File: src/rtl/ladder_timer_pkg.sv
// ============================================================================
// Module   : ladder_timer_pkg
// Brief    : Mode encoding shared by the ladder timer bank and its channels.
// Revision : 1.0
// ============================================================================
`default_nettype none

package ladder_timer_pkg;

    typedef logic [1:0] tmr_mode_t;

    localparam tmr_mode_t TMR_TON = 2'd0;
    localparam tmr_mode_t TMR_TOF = 2'd1;
    localparam tmr_mode_t TMR_RTO = 2'd2;
    localparam tmr_mode_t TMR_DIS = 2'd3;

endpackage

`default_nettype wire

File: src/rtl/ladder_timer_ch.sv
// ============================================================================
// Module   : ladder_timer_ch
// Brief    : One TON/TOF/RTO ladder timer channel with flags derived from next ACC.
// Revision : 1.0
// ============================================================================
`default_nettype none

module ladder_timer_ch
    import ladder_timer_pkg::*;
#(
    parameter int ACC_W = 32
) (
    input  logic             clk,
    input  logic             rst,
    input  logic             tick_pulse,
    input  logic             IN,
    input  logic             RES,
    input  tmr_mode_t        MODE,
    input  logic [ACC_W-1:0] PRE,
    output logic             DN,
    output logic             TT,
    output logic             EN,
    output logic [ACC_W-1:0] ACC
);

    localparam logic [ACC_W-1:0] c_one = {{(ACC_W-1){1'b0}}, 1'b1};

    tmr_mode_t        r_mode, w_mode;
    logic [ACC_W-1:0] r_acc, w_acc, w_cnt_acc;
    logic             r_dn, r_tt, r_en;
    logic             w_dn, w_tt, w_en;

    // Counting stops at PRE; a PRE lowered below ACC simply freezes ACC.
    assign w_cnt_acc = (tick_pulse && (r_acc < PRE)) ? r_acc + c_one : r_acc;

    always_comb begin
        w_mode = r_mode;
        w_acc  = r_acc;
        w_dn   = r_dn;
        w_tt   = r_tt;
        w_en   = r_en;
        if (MODE != r_mode) begin
            w_mode = MODE;
            w_acc  = '0;
            w_dn   = 1'b0;
            w_tt   = 1'b0;
            w_en   = IN && (MODE != TMR_DIS);
        end else if (r_mode == TMR_DIS) begin
            w_acc = '0;
            w_dn  = 1'b0;
            w_tt  = 1'b0;
            w_en  = 1'b0;
        end else if (RES) begin
            w_acc = '0;
            w_dn  = 1'b0;
            w_tt  = 1'b0;
            w_en  = IN;
        end else begin
            case (r_mode)
                TMR_TON: begin
                    if (IN) begin
                        w_en  = 1'b1;
                        w_acc = w_cnt_acc;
                        w_dn  = (w_cnt_acc >= PRE);
                        w_tt  = (w_cnt_acc < PRE);
                    end else begin
                        w_acc = '0;
                        w_dn  = 1'b0;
                        w_tt  = 1'b0;
                        w_en  = 1'b0;
                    end
                end
                TMR_TOF: begin
                    if (IN) begin
                        w_acc = '0;
                        w_dn  = 1'b1;
                        w_tt  = 1'b0;
                        w_en  = 1'b1;
                    end else begin
                        w_en = 1'b0;
                        // Only an armed (DN=1) off-delay times out; otherwise hold.
                        if (r_dn) begin
                            w_acc = w_cnt_acc;
                            w_dn  = (w_cnt_acc < PRE);
                            w_tt  = (w_cnt_acc < PRE);
                        end else begin
                            w_tt = 1'b0;
                        end
                    end
                end
                TMR_RTO: begin
                    if (IN) begin
                        w_en  = 1'b1;
                        w_acc = w_cnt_acc;
                        w_dn  = (w_cnt_acc >= PRE);
                        w_tt  = (w_cnt_acc < PRE);
                    end else begin
                        w_en = 1'b0;
                        w_tt = 1'b0;
                    end
                end
                default: begin
                    w_acc = '0;
                    w_dn  = 1'b0;
                    w_tt  = 1'b0;
                    w_en  = 1'b0;
                end
            endcase
        end
    end

    always_ff @(posedge clk) begin
        if (rst) begin
            r_mode <= TMR_DIS;
            r_acc  <= '0;
            r_dn   <= 1'b0;
            r_tt   <= 1'b0;
            r_en   <= 1'b0;
        end else begin
            r_mode <= w_mode;
            r_acc  <= w_acc;
            r_dn   <= w_dn;
            r_tt   <= w_tt;
            r_en   <= w_en;
        end
    end

    assign DN  = r_dn;
    assign TT  = r_tt;
    assign EN  = r_en;
    assign ACC = r_acc;

endmodule

`default_nettype wire

File: src/rtl/ladder_timer_bank.sv
// ============================================================================
// Module   : ladder_timer_bank
// Brief    : NUM_CH independent ladder timers sharing one 1 kHz tick edge.
// Revision : 1.0
// ============================================================================
`default_nettype none

module ladder_timer_bank
    import ladder_timer_pkg::*;
#(
    parameter int NUM_CH = 4,
    parameter int ACC_W  = 32
) (
    input  logic                    clk,
    input  logic                    rst,
    input  logic                    tick,
    input  logic [NUM_CH-1:0]       IN,
    input  logic [NUM_CH-1:0]       RES,
    input  logic [2*NUM_CH-1:0]     MODE,
    input  logic [NUM_CH*ACC_W-1:0] PRE,
    output logic [NUM_CH-1:0]       DN,
    output logic [NUM_CH-1:0]       TT,
    output logic [NUM_CH-1:0]       EN,
    output logic [NUM_CH*ACC_W-1:0] ACC
);

    logic r_last_tick;
    logic w_tick_pulse;

    // Reset to 1 so a tick already high when reset releases is not counted.
    always_ff @(posedge clk) begin
        if (rst) begin
            r_last_tick <= 1'b1;
        end else begin
            r_last_tick <= tick;
        end
    end

    assign w_tick_pulse = tick & ~r_last_tick;

    generate
        for (genvar g = 0; g < NUM_CH; g++) begin : g_ch
            ladder_timer_ch #(
                .ACC_W (ACC_W)
            ) u_ch (
                .clk        (clk),
                .rst        (rst),
                .tick_pulse (w_tick_pulse),
                .IN         (IN[g]),
                .RES        (RES[g]),
                .MODE       (tmr_mode_t'(MODE[2*g +: 2])),
                .PRE        (PRE[g*ACC_W +: ACC_W]),
                .DN         (DN[g]),
                .TT         (TT[g]),
                .EN         (EN[g]),
                .ACC        (ACC[g*ACC_W +: ACC_W])
            );
        end
    endgenerate

endmodule

`default_nettype wire

File: config.mk
export PLATFORM = sky130hd
export DESIGN_NAME = ladder_timer_bank
export DESIGN_NICKNAME = d
export VERILOG_FILES = /design/src/rtl/ladder_timer_pkg.sv /design/src/rtl/ladder_timer_ch.sv /design/src/rtl/ladder_timer_bank.sv
export SDC_FILE = /design/constraint.sdc
export NUM_CORES = 1
export LEC_CHECK = 0
export CORE_MARGIN = 2
export CORE_UTILIZATION = 58
export CTS_CLUSTER_DIAMETER = 40
export DETAILED_ROUTE_END_ITERATION = 10
export MAX_ROUTING_LAYER = met4
export PLACE_DENSITY = 0.88
export SYNTH_ARGS = -nofsm -noshare
export SYNTH_HDL_FRONTEND = slang
export SYNTH_SLANG_ARGS = --single-unit
File: constraint.sdc
create_clock -name clk -period 15.51 [get_ports clk]
set_clock_uncertainty 0.15 [all_clocks]
set_input_delay 3.102 -clock clk [delete_from_list [all_inputs] [get_ports clk]]
set_output_delay 3.102 -clock clk [all_outputs]
set_load 0.01 [all_outputs]
After elaboration in Yosys (flattened, before gate mapping)
Cells that the tools add are included.
Widths: inputs -> output; s select.

cells by class
  $add $sub $neg = 4
  magnitude comparators = 12
  eq/ne operators = 28
  mux-type cells = 76
  bitwise operators = 2
  reductions and logical operators = 28

operators by type and width
  operator               number
  $mux 32                20
  $pmux 32 s3            4
  $lt 32x32->1           8
  $add 32x1->32 const B  4
  $ge 32x32->1           4
  $mux 1                 44
  $eq 2x2->1 const B     8
  $ne 2x2->1 const B     8
  $reduce_or 4->1        4
  $ne 3x2->1 const B     4
  $pmux 1 s3             4
  $reduce_or 3->1        4
  $eq 2x1->1 const B     4
  $logic_and 1x1->1      8
  $logic_not 2->1        4
  $ne 2x2->1             4
  $pmux 1 s2             4
  $reduce_and 2->1       4
  $reduce_or 2->1        4
  $and 1x1->1            1
  $not 1->1              1

word-level totals
  flip-flop bits (word level) = 149
  input bits = 147
  output and inout port bits = 140
  logic and storage cells = 171

Longest topological paths before layout
  depth after elaboration = 8
  depth in mapped cells = 20
  depth with buffers taken out = 19

Modules after synthesis
A second synthesis with hierarchy kept.

unflattened totals
  cells, all modules = 2013
  area, all modules = 16398.2 µm²

by module, submodules not included
  module                              instances  cells an instance  area an instance (µm²)
  ladder_timer_ch (g_ch[0].u_ch ...)  3          498                4048.9
  ladder_timer_ch (g_ch[1].u_ch)      1          516                4219.0
  ladder_timer_bank                   1          3                  32.5

Worst setup path after synthesis
Ideal clock, no wire load.

  kind = input -> register
  start point = input PRE[101]
  end point = register g_ch[3].u_ch.r_dn
  library setup time = 115 ps
  arrival = 6832 ps
  data required time = 15245 ps
  path slack = 8412 ps
  stages = 20
  buffers on the path = 1
  path through = inv_1 > ha_1 > a21o_1 > a221oi_1 > o21ai_1 > a211o_1 > a2111oi_4 > buf_4 > nand2_2 > nor2_1 > xor2_1 > ha_1 > a21o_1 > a21o_1 > a21oi_1 > o21ai_0 > or3_1 > a21oi_1 > nand4_1 > and3_1

on the way
  word-level cells in the longest chain between the ends = 7
  elaborated cells between the ends (all ways) = 10

ends and longest elaborated chain
  what                  line                     RTL
  start, declared       ladder_timer_bank.sv:20  input logic [NUM_CH*ACC_W-1:0] PRE,
  $lt 32x32->1          ladder_timer_ch.sv:34    assign w_cnt_acc = (tick_pulse && (r_acc < PRE)) ? r_acc + c_one : r_acc;
  $logic_and 1x1->1     ladder_timer_ch.sv:34
  $mux 32               ladder_timer_ch.sv:34
  $lt 32x32->1          ladder_timer_ch.sv:84    w_dn = (w_cnt_acc < PRE);
  $mux 1                ladder_timer_ch.sv:82    if (r_dn) begin
  $mux 1                ladder_timer_ch.sv:74    if (IN) begin
  $pmux 1 s3 *          ladder_timer_ch.sv:59    case (r_mode)
  end signal, assigned  ladder_timer_ch.sv:122   r_dn <= w_dn;
  end, declared         ladder_timer_ch.sv:30    logic r_dn, r_tt, r_en;

Every way passes the cells marked *; elsewhere a longest branch is shown, timed or not. The select of a mux whose other input is x is not followed.
A chain may end at the register's enable or synchronous reset.

Worst setup path after layout
  start point = input PRE[49]
  end point = register g_ch[1].u_ch.r_dn

on the way
  word-level cells in the longest chain between the ends = 7
  elaborated cells between the ends (all ways) = 10

ends and longest elaborated chain
  what                  line
  $lt 32x32->1          ladder_timer_ch.sv:34
  $logic_and 1x1->1     ladder_timer_ch.sv:34
  $mux 32               ladder_timer_ch.sv:34
  $lt 32x32->1          ladder_timer_ch.sv:84
  $mux 1                ladder_timer_ch.sv:82
  $mux 1                ladder_timer_ch.sv:74
  $pmux 1 s3 *          ladder_timer_ch.sv:59
  end signal, assigned  ladder_timer_ch.sv:122
  end, declared         ladder_timer_ch.sv:30

Marks and branches as above.

==> results.sh <==
export IMPL_outcome="finished clean"
export IMPL_finalHoldViolations=0
export IMPL_clockRootBuffer="clkbuf_16"
export IMPL_fin_area_um2=18600
export IMPL_ant_nets=0
export IMPL_worstPathArrival_ns=8.33
export IMPL_min_period_ns=8.12
export IMPL_die_h_um=164
export IMPL_fin_crit_sh_pct=52.4
export IMPL_use_met2_pct=53.0
export IMPL_clk_path_buf_depth=2
export IMPL_rsz0062_at_grt="no"
export IMPL_crit_type="in -> reg"
export IMPL_grtUsageMet3_pct=6.23
export IMPL_tightest_slew_ns=1.23
export IMPL_path_max_fanout=30
export IMPL_fmax_ghz=0.123
export IMPL_drtIter0Drc=1471
export IMPL_ys_ff_latch=149
export IMPL_finalMaxSlewViolations=0
export IMPL_grt_busiest_layer="met2"
export IMPL_hp_start="g_ch[3].u_ch.ACC[31]$_SDFFE_PP0P_"
export IMPL_grt_overflow=0
export IMPL_max_slew_margin_pct=17.7
export IMPL_holdPathStages=2
export IMPL_clk_latency_ns=0.43
export IMPL_num_vias=15520
export IMPL_hold_buffers=0
export IMPL_place_hpwl_um=33100
export IMPL_numPortBuffers=286
export IMPL_routedWlPerCell_um=17.6
export IMPL_grt_max_degree=58
export IMPL_grt_met1_usage_pct=39.3
export IMPL_rows=58
export IMPL_drive_gt1_share_pct=3.55
export IMPL_pre_cts_slack_ns=7.14
export IMPL_synth_cells=1898
export IMPL_postPlaceCellArea_um2=18000
export IMPL_initial_utilization_pct=59.1
export IMPL_gr_usage_all_layers_pct=32.1
export IMPL_hold_class="reg -> reg"
export IMPL_drc=0
export IMPL_ys_warn_count=0
export IMPL_setup_viol=0
export IMPL_max_cap_viol_count=0
export IMPL_syn_num_nets=2301
export IMPL_reg2regPathDepth=19
export IMPL_setup_ws_ns=7.39
export IMPL_p_leak_nw=8.57
export IMPL_die_width_um=164
export IMPL_grt_pass1_vias=14783
export IMPL_setup_tns_ns=0
export IMPL_cp_startpoint="PRE[49]"
export IMPL_start_kind="input pin"
export IMPL_cts_sinks=149
export IMPL_syn_to_final_growth_pct=24.5
export IMPL_gp_congestion=0.956
export IMPL_layout_nets=2532
export IMPL_synth_flop_cell="dfxtp_1"
export IMPL_cts_repair_resized=0
export IMPL_final_util_pct=73.6
export IMPL_cts_tree="built"
export IMPL_htreeDepth=4
export IMPL_peakVddDrop_mv=0.0475
export IMPL_synth_edf_count=0
export IMPL_syn_area_um2=14900
export IMPL_clkTransAtPathRegs_ns=0.06
export IMPL_firstDrtPassIters=7
export IMPL_async_flop_share_pct=0
export IMPL_ios=287
export IMPL_ys_types=64
export IMPL_die_area_um2=27100
export IMPL_antenna_found_initial=6
export IMPL_grt_pass1_wl_um=70100
export IMPL_numCtsBuffers=17
export IMPL_regToRegStartpoint="g_ch[1].u_ch.ACC[17]$_SDFFE_PP0P_"
export IMPL_routed_via_density=6.26
export IMPL_synth_avg_cell_area_um2=7.87
export IMPL_crit_required_ns=15.72
export IMPL_worst_setup_path_end_kind="register"
export IMPL_coreArea_um2=25300
export IMPL_yosysSeqAreaShare_pct=20.0
export IMPL_post_cts_buffers=0
export IMPL_routed_wl_um=43600
export IMPL_p_per_area_nw_per_um2=51.2
[synthesized netlist by cell type, drive strengths merged, types with 9 or more instances]
| library cell | number | area share, % |
|---|---|---|
| a31oi | 61 | 2.6 |
| a211oi | 9 | 0.45 |
| nor4 | 10 | 0.52 |
| a41oi | 10 | 0.59 |
| dfxtp | 149 | 20 |
| nand3 | 56 | 1.9 |
| nand4 | 79 | 3.5 |
| o21a | 9 | 0.45 |
| or2 | 15 | 0.63 |
| nor2b | 12 | 0.50 |
| nor3 | 28 | 0.94 |
| a21o | 74 | 3.7 |
| buf | 30 | 1.3 |
| xor2 | 30 | 1.8 |
| and3 | 54 | 2.3 |
| or4 | 13 | 0.65 |
| nand2 | 156 | 3.9 |
| o211ai | 23 | 1.2 |
| o21ai | 120 | 4.0 |
| or3 | 22 | 0.92 |
| o31ai | 57 | 2.9 |
| clkbuf | 55 | 1.4 |
| and2 | 31 | 1.3 |
| nand2b | 13 | 0.54 |
| inv | 153 | 3.8 |
| xnor2 | 99 | 5.8 |
| nor2 | 75 | 1.9 |
| and4 | 24 | 1.4 |
| a21oi | 115 | 3.9 |
| ha | 256 | 21 |
[flip-flops by register name (all words and copies together) (netlist names)]
register          cells
g_ch.u_ch.DN          4
g_ch.u_ch.EN          4
g_ch.u_ch.TT          4
r_last_tick           1
g_ch.u_ch.ACC       128
g_ch.u_ch.r_mode      8
[layout by cell type, fill, tap and decap left out, types with 12 or more instances in the layout]
| cell | synthesis | final |
|---|---|---|
| a21o_1 | 74 | 74 |
| a21oi_1 | 114 | 114 |
| a31oi_1 | 61 | 61 |
| and2_1 | 25 | 25 |
| and3_1 | 53 | 53 |
| and4_1 | 23 | 23 |
| clkbuf_16 | 0 | 17 |
| clkdlybuf4s50_1 | 0 | 286 |
| dfxtp_1 | 149 | 149 |
| ha_1 | 256 | 256 |
| inv_1 | 153 | 153 |
| nand2_1 | 155 | 155 |
| nand2b_1 | 13 | 13 |
| nand3_1 | 56 | 56 |
| nand4_1 | 77 | 77 |
| nor2_1 | 74 | 74 |
| nor2b_1 | 12 | 12 |
| nor3_1 | 28 | 26 |
| o211ai_1 | 23 | 23 |
| o21ai_0 | 102 | 102 |
| o21ai_1 | 17 | 16 |
| o31ai_1 | 57 | 57 |
| or2_2 | 15 | 15 |
| or3_1 | 22 | 22 |
| or4_1 | 13 | 13 |
| xnor2_1 | 99 | 99 |
| xor2_1 | 30 | 30 |
[cell families after synthesis]
group                      share of synthesized area [%]
and+or+nand+nor                                     21.1
buffers and inverters                               6.48
adders and majority gates                           21.4
muxes                                              0.494
AOI/OAI and AO/OA                                   22.9
xor gates and xnor gates                            7.56
DFF                                                 20.0
[path summary, 6_finish.rpt]
path / to / slack (ns)
setup / recovery: g_ch[1].u_ch.DN$_SDFFE_PP0P_ / 7.39
hold / removal: g_ch[3].u_ch.ACC[31]$_SDFFE_PP0P_ / 0.38
setup reg to reg: g_ch[1].u_ch.DN$_SDFFE_PP0P_ / 10.09
hold reg to reg: g_ch[3].u_ch.ACC[31]$_SDFFE_PP0P_ / 0.38
[worst max-delay path: stages]
cell             delay [ns]
clkdlybuf4s50_1        0.46
inv_1                  0.06
ha_1                   0.31
a21oi_1                0.14
o21ai_0                0.11
a221oi_1               0.43
o2111ai_1              0.24
nor2_2                 0.55
buf_4                  0.42
and3_1                 0.40
nand2_1                0.11
xnor2_1                0.15
ha_1                   0.32
a21o_1                 0.17
a21o_1                 0.16
a21oi_1                0.14
o22ai_1                0.10
o41ai_1                0.39
nand2_1                0.15
mux2i_1                0.21
and3_1                 0.20
[stage by stage]
| stage | hold WS (ns) | cells | power [mW] |
|---|---|---|---|
| after floorplan | 0.371 | 1898 | 0.448 |
| after global placement | 0.368 | 2440 | 0.500 |
| after detailed placement | 0.378 | 2440 | 0.506 |
| after CTS | 0.392 | 2471 | 0.952 |
| after global routing | 0.424 | 2477 | 0.981 |
| final | 0.385 | 2478 | 0.952 |
[per-layer routing]
metal / wire [um] / vias up / part of all wire, %
met5: 0 / - / 0
met4: 1210 / 0 / 2.8
met3: 3570 / 111 / 8.2
met2: 20600 / 737 / 47
met1: 18200 / 7210 / 42
li1: - / 7462 / -
[power by group]
group	switching [mW]	internal (mW)	leakage (nW)	total, mW
Sequential	0.00231	0.385	1.20	0.387
Clock	0.178	0.275	0.297	0.453
Combinational	0.0536	0.0587	7.07	0.112
Total	0.234	0.718	8.57	0.952
[final cells by class]
| class | count | area, um^2 |
|---|---|---|
| diodes | 7 | 17.5 |
| clock buffers | 20 | 447 |
| clock inverters | 11 | 175 |
| fillers | 1892 | 6660 |
| inverters | 153 | 574 |
| multi-input cells | 1511 | 11000 |
| flip-flops and latches | 149 | 2980 |
| well taps | 330 | 413 |
| repair buffers | 297 | 2950 |
Note: power is estimated with default switching activity, not from simulation.
